[src/rtl/branch_pkg.sv]
// Shared opcodes, PC mux encodings, BHT counter type and FSM states for the
// branch resolution unit and its prediction table.
package branch_pkg;

   localparam logic [3:0] OP_BE  = 4'b0100;
   localparam logic [3:0] OP_BNE = 4'b0101;
   localparam logic [3:0] OP_BLT = 4'b0110;
   localparam logic [3:0] OP_BGE = 4'b0111;
   localparam logic [3:0] OP_J   = 4'b1000;

   localparam logic [1:0] SEL_PC1      = 2'b00;
   localparam logic [1:0] SEL_TARGET   = 2'b01;
   localparam logic [1:0] SEL_FALLTHRU = 2'b10;

   typedef logic [1:0] bht_ctr_t;
   localparam bht_ctr_t BHT_WNT = 2'b01;

   typedef enum logic {IDLE, FLUSH} state_t;

   // Two-bit saturating counter step: taken counts up, not-taken counts down.
   function automatic bht_ctr_t bht_next(input bht_ctr_t ctr, input logic taken);
      bht_ctr_t res;
      res = ctr;
      if (taken && ctr != 2'b11)
         res = ctr + 2'b01;
      else if (!taken && ctr != 2'b00)
         res = ctr - 2'b01;
      return res;
   endfunction

endpackage

[src/rtl/bht_2bit.sv]
// Branch history table of 2-bit saturating counters: asynchronous read for
// fetch, synchronous saturating update from execute, resets to weakly not-taken.
module bht_2bit
   import branch_pkg::*;
#(
   parameter int DEPTH = 16,
   parameter int IDX_W = $clog2(DEPTH)
) (
   input  logic             clk,
   input  logic             rst_n,
   input  logic [IDX_W-1:0] rd_idx,
   output bht_ctr_t         rd_ctr,
   input  logic             upd_en,
   input  logic [IDX_W-1:0] upd_idx,
   input  logic             upd_taken
);

   bht_ctr_t entries_q [DEPTH];

   // No write-to-read bypass: a same-cycle fetch of the updated index sees the old counter.
   assign rd_ctr = entries_q[rd_idx];

   always_ff @(posedge clk or negedge rst_n) begin
      if (!rst_n) begin
         for (int i = 0; i < DEPTH; i++)
            entries_q[i] <= BHT_WNT;
      end else if (upd_en) begin
         entries_q[upd_idx] <= bht_next(entries_q[upd_idx], upd_taken);
      end
   end

endmodule

[src/rtl/branch_unit.sv]
// Execute-stage branch resolution: evaluates the branch, checks the fetch
// prediction, drives a one-cycle PC redirect and a flush window, keeps stats.
module branch_unit
   import branch_pkg::*;
#(
   parameter int DATA_W       = 16,
   parameter int PC_W         = 16,
   parameter int BHT_DEPTH    = 16,
   parameter int FLUSH_CYCLES = 2
) (
   input  logic              clk,
   input  logic              rst_n,
   input  logic [PC_W-1:0]   fetch_pc,
   output logic              predict_taken,
   input  logic              ex_valid,
   input  logic [3:0]        opCode,
   input  logic [PC_W-1:0]   ex_pc,
   input  logic              ex_pred_taken,
   input  logic [PC_W-1:0]   ex_target,
   input  logic [DATA_W-1:0] rs1_value,
   input  logic [DATA_W-1:0] rs2_value,
   output logic [1:0]        select_pc_mux,
   output logic [PC_W-1:0]   redirect_pc,
   output logic              flush,
   output logic [15:0]       branch_count,
   output logic [15:0]       mispredict_count
);

   localparam int IDX_W = $clog2(BHT_DEPTH);
   localparam int CNT_W = (FLUSH_CYCLES > 1) ? $clog2(FLUSH_CYCLES) : 1;
   localparam logic [CNT_W-1:0] FLUSH_LOAD = CNT_W'(FLUSH_CYCLES - 1);

   state_t            state, state_next;
   logic [CNT_W-1:0]  flush_cnt, flush_cnt_next;

   logic signed [DATA_W-1:0] rs1_s, rs2_s;
   logic     is_branch;
   logic     actual_taken;
   logic     resolve;
   logic     mispredict;
   bht_ctr_t fetch_ctr;
   logic     unused;

   assign rs1_s = signed'(rs1_value);
   assign rs2_s = signed'(rs2_value);

   always_comb begin
      is_branch    = 1'b1;
      actual_taken = 1'b0;
      case (opCode)
         OP_BE:   actual_taken = (rs1_s == rs2_s);
         OP_BNE:  actual_taken = (rs1_s != rs2_s);
         OP_BLT:  actual_taken = (rs1_s <  rs2_s);
         OP_BGE:  actual_taken = (rs1_s >= rs2_s);
         OP_J:    actual_taken = 1'b1;
         default: is_branch    = 1'b0;
      endcase
   end

   // Anything arriving during the flush window is a squashed wrong-path instruction.
   assign resolve    = ex_valid && (state == IDLE) && is_branch;
   assign mispredict = resolve && (actual_taken != ex_pred_taken);

   bht_2bit #(
      .DEPTH (BHT_DEPTH),
      .IDX_W (IDX_W)
   ) u_bht (
      .clk       (clk),
      .rst_n     (rst_n),
      .rd_idx    (fetch_pc[IDX_W-1:0]),
      .rd_ctr    (fetch_ctr),
      .upd_en    (resolve && (opCode != OP_J)),
      .upd_idx   (ex_pc[IDX_W-1:0]),
      .upd_taken (actual_taken)
   );

   assign predict_taken = fetch_ctr[1];
   assign unused        = ^{fetch_pc[PC_W-1:IDX_W], fetch_ctr[0]};

   // ---- resolve (cycle N) -> redirect / stats registers (cycle N+1)
   always_ff @(posedge clk or negedge rst_n) begin
      if (!rst_n) begin
         select_pc_mux    <= SEL_PC1;
         redirect_pc      <= '0;
         branch_count     <= '0;
         mispredict_count <= '0;
      end else begin
         select_pc_mux <= SEL_PC1;
         if (mispredict) begin
            select_pc_mux <= actual_taken ? SEL_TARGET : SEL_FALLTHRU;
            redirect_pc   <= actual_taken ? ex_target : ex_pc + PC_W'(1);
         end
         if (resolve && branch_count != 16'hFFFF)
            branch_count <= branch_count + 16'd1;
         if (mispredict && mispredict_count != 16'hFFFF)
            mispredict_count <= mispredict_count + 16'd1;
      end
   end

   always_ff @(posedge clk or negedge rst_n) begin
      if (!rst_n) begin
         state     <= IDLE;
         flush_cnt <= '0;
      end else begin
         state     <= state_next;
         flush_cnt <= flush_cnt_next;
      end
   end

   always_comb begin
      state_next     = state;
      flush_cnt_next = flush_cnt;
      case (state)
         IDLE: begin
            if (mispredict) begin
               state_next     = FLUSH;
               flush_cnt_next = FLUSH_LOAD;
            end
         end
         FLUSH: begin
            if (flush_cnt == '0)
               state_next = IDLE;
            else
               flush_cnt_next = flush_cnt - CNT_W'(1);
         end
         default: state_next = IDLE;
      endcase
   end

   assign flush = (state == FLUSH);

endmodule

[config.mk]
export PLATFORM = sky130hd
export DESIGN_NAME = branch_unit
export DESIGN_NICKNAME = d
export VERILOG_FILES = /design/src/rtl/branch_pkg.sv /design/src/rtl/bht_2bit.sv /design/src/rtl/branch_unit.sv
export SDC_FILE = /design/constraint.sdc
export NUM_CORES = 1
export LEC_CHECK = 0
export CAP_MARGIN = 30
export CORE_MARGIN = 2
export CORE_UTILIZATION = 59
export DETAILED_ROUTE_END_ITERATION = 7
export DONT_BUFFER_PORTS = 1
export PLACE_DENSITY_LB_ADDON = 0.15
export SYNTH_ARGS = -nofsm -noshare
export SYNTH_HDL_FRONTEND = slang
export SYNTH_SLANG_ARGS = --single-unit
[constraint.sdc]
create_clock -name clk -period 7 [get_ports clk]
set_input_delay 1.75 -clock clk [delete_from_list [all_inputs] [get_ports clk]]
set_output_delay 1.75 -clock clk [all_outputs]
set_load 0.02 [all_outputs]
==> results.yml <==
logic_synthesis:
  async_reset_ff_share_pct: 100.0
  ys.flop_type: "dfrtp_1"
  synth_edf_count: 0
  syn_area_per_cell_um2: 9.136
  yosysWarnings: 0
  netlist_area_um2: 6359
  synth_seq_cells: 84
  synth_fp_nets: 808
  synth_cells: 696
  synth_cell_types: 73
  seq_area_frac_synth_pct: 33.37
power_and_ir_drop:
  p_per_area_nw_per_um2: 212.4
  total_power_mw: 1.393
  ir_drop_uv: 211.7
  leakage_nw: 2.677
floorplan:
  dieArea_um2: 11620
  row_count: 37
  ios: 140
  initial_core_util_pct: 61.05
  die_h_um: 107.8
  chipWidth_um: 107.8
  fp.coreArea_um2: 10420
sta:
  clock_skew_ns: 0.01117
  worst_hold_slack_ns: 0.4544
  finalMaxSlewViolations: 0
  finalCritPeriodShare_pct: 69.95
  relSlewSlack_pct: 27.99
  setup_viol: 0
  period_needed_ns: 4.897
  worst_slew_pin_slew_ns: 1.080
  hold_violations: 0
  setup_tns_ns: 0
  rsz0062_at_grt: "false"
  fmax_mhz: 204.2
grt:
  grt_util_all_layers_pct: 28.54
  grt_pass1_vias: 5330
  grt_util_met2_pct: 46.72
  gr-usage-met3_pct: 6.235
  grtUsageMet1_pct: 37.67
  antenna_found_initial: 0
  busiest_layer: "met2"
  overflow: 0
  grt_first_pass_wirelength_um: 26510
  grt_max_degree: 85
cts:
  cts.sinks: 84
  clockBufferDepth: 2
  hold_buffers: 0
  clk_latency_ns: 0.36
  cts_made_buffers: 9
  htreeDepth: 3
  root_buffer: "clkbuf_8"
  clkTransAtPathRegs_ns: 0.08
  cts_repair_resize_count: 0
  cts_setup_buffers: 0
  cts_tree: "done"
final_layout:
  final_cell_area_um2: 6556
  syn_to_final_growth_pct: 3.109
  fillers: 875
  final_common_cell: "nand2_1"
  final_util_pct: 62.94
  final_cell_mix: "nand2_1, dfrtp_1, nand3_1, nor2_1, a211oi_1"
  layout.nets: 778
  drive_gt1_share_pct: 12.97
  diodes: 0
placed_design:
  dpl-instance-area_um2: 6347
  gp_congestion: 0.8189
  io_buffers: 0
  hpwl_um: 11110
route:
  routed_wl_um: 16080
  dr.first_iter.drc_count: 541
  remaining_drc_errors: 0
  wl_per_cell_um: 19.93
  vias_per_cell: 6.683
  postRouteAntennaNets: 0
  num_vias: 5393
  dr.pass1.iters: 6
job:
  cap_violations: 0
critical_path:
  end_kind: "flop"
  reg2reg_from: "u_bht.entries_q[4]"
  crit_arrival_ns: 5.14
  start_kind: "input port"
  crit_required_ns: 7.24
  critPathMaxFanout: 34
  cp-startpoint: "ex_pc[0]"
  crit_type: "in2reg"
hold_path:
  hold_start: "u_bht.entries_q[2]"
  hold_path.class: "reg2reg"
status:
  status: "complete, no violations"
==> power by group <==
| group | switching (mW) | internal [mW] | total, mW |
|---|---|---|---|
| clock network | 0.183 | 0.175 | 0.359 |
| registers | 0.126 | 0.576 | 0.702 |
| logic | 0.183 | 0.149 | 0.332 |
| total | 0.492 | 0.901 | 1.39 |
==> metrics by stage <==
stage / setup slack, ns / instances
floorplan: 2.476 / 696
global placement: 1.882 / 789
detailed placement: 1.777 / 790
CTS: 2.165 / 806
global route: 1.962 / 807
finish: 2.103 / 807
==> layout make-up <==
cell class                 instances  area [um2]  area share (%)
tap                              136       170.2           2.595
inverter                          25       93.84           1.431
clock inverter                     4       48.80          0.7443
multi-input combinational        542        3919           59.77
sequential                        84        2122           32.37
timing repair buffer               4       57.56          0.8779
clock buffer                      12       145.1           2.214
==> flip-flops by register name, summed over array words and instances, names as in the netlist <==
| name | cells |
|---|---|
| u_bht.entries_q | 32 |
| flush | 1 |
| select_pc_mux | 2 |
| flush_cnt | 1 |
| mispredict_count | 16 |
| redirect_pc | 16 |
| branch_count | 16 |
==> path summary, 6_finish.rpt <==
kind,depth (start not counted),to,slack [ns]
max in group asynchronous,0,u_bht.entries_q[20],5.71
min in group asynchronous,0,redirect_pc[8],1.07
worst min register to register,2,u_bht.entries_q[2],0.45
worst max register to register,8,u_bht.entries_q[27],3.15
worst max-delay path,8,u_bht.entries_q[27],2.10
worst min-delay path,2,u_bht.entries_q[2],0.45
==> layer usage <==
metal  vias up  wire length [um]
met2       234              7729
met5         -                 0
met3        25              1301
met4         0               260
met1      2635              6792
li1       2499                 -
==> cells in the mapped netlist (10+ instances only) <==
| cell | instances | area (um2) |
|---|---|---|
| a211oi_1 | 36 | 270.3 |
| a22oi_1 | 17 | 127.6 |
| and3_1 | 10 | 62.56 |
| clkbuf_1 | 31 | 116.4 |
| dfrtp_1 | 68 | 1702 |
| dfstp_2 | 16 | 420.4 |
| ha_1 | 24 | 300.3 |
| inv_1 | 24 | 90.09 |
| mux2_4 | 11 | 165.2 |
| nand2_1 | 85 | 319.1 |
| nand3_1 | 54 | 270.3 |
| nor2_1 | 53 | 198.9 |
| nor3_1 | 20 | 100.1 |
| or3_1 | 33 | 206.5 |
| xnor2_1 | 22 | 192.7 |
| xor2_1 | 22 | 192.7 |
==> critical path, stage by stage <==
cell and delay (ns):
mux4_1 0.78, mux4_2 0.58, inv_1 0.08, ha_1 0.87, nand2_1 0.21, a311oi_4 0.38
a31oi_4 0.14, mux2_2 0.34
==> cell families (layout without fill, tap and decap cells) <==
kind of cell / count (synthesis) / after routing / synth area share, %
DFF: 84 / 84 / 33.37
xor gates and xnor gates: 44 / 44 / 6.060
muxes: 43 / 43 / 10.94
AOI/OAI and AO/OA: 122 / 122 / 15.70
adders and majority gates: 24 / 24 / 4.723
and+or+nand+nor: 309 / 309 / 24.20
buffers and inverters: 70 / 45 / 4.998
Note: power is estimated with default switching activity, not from simulation.
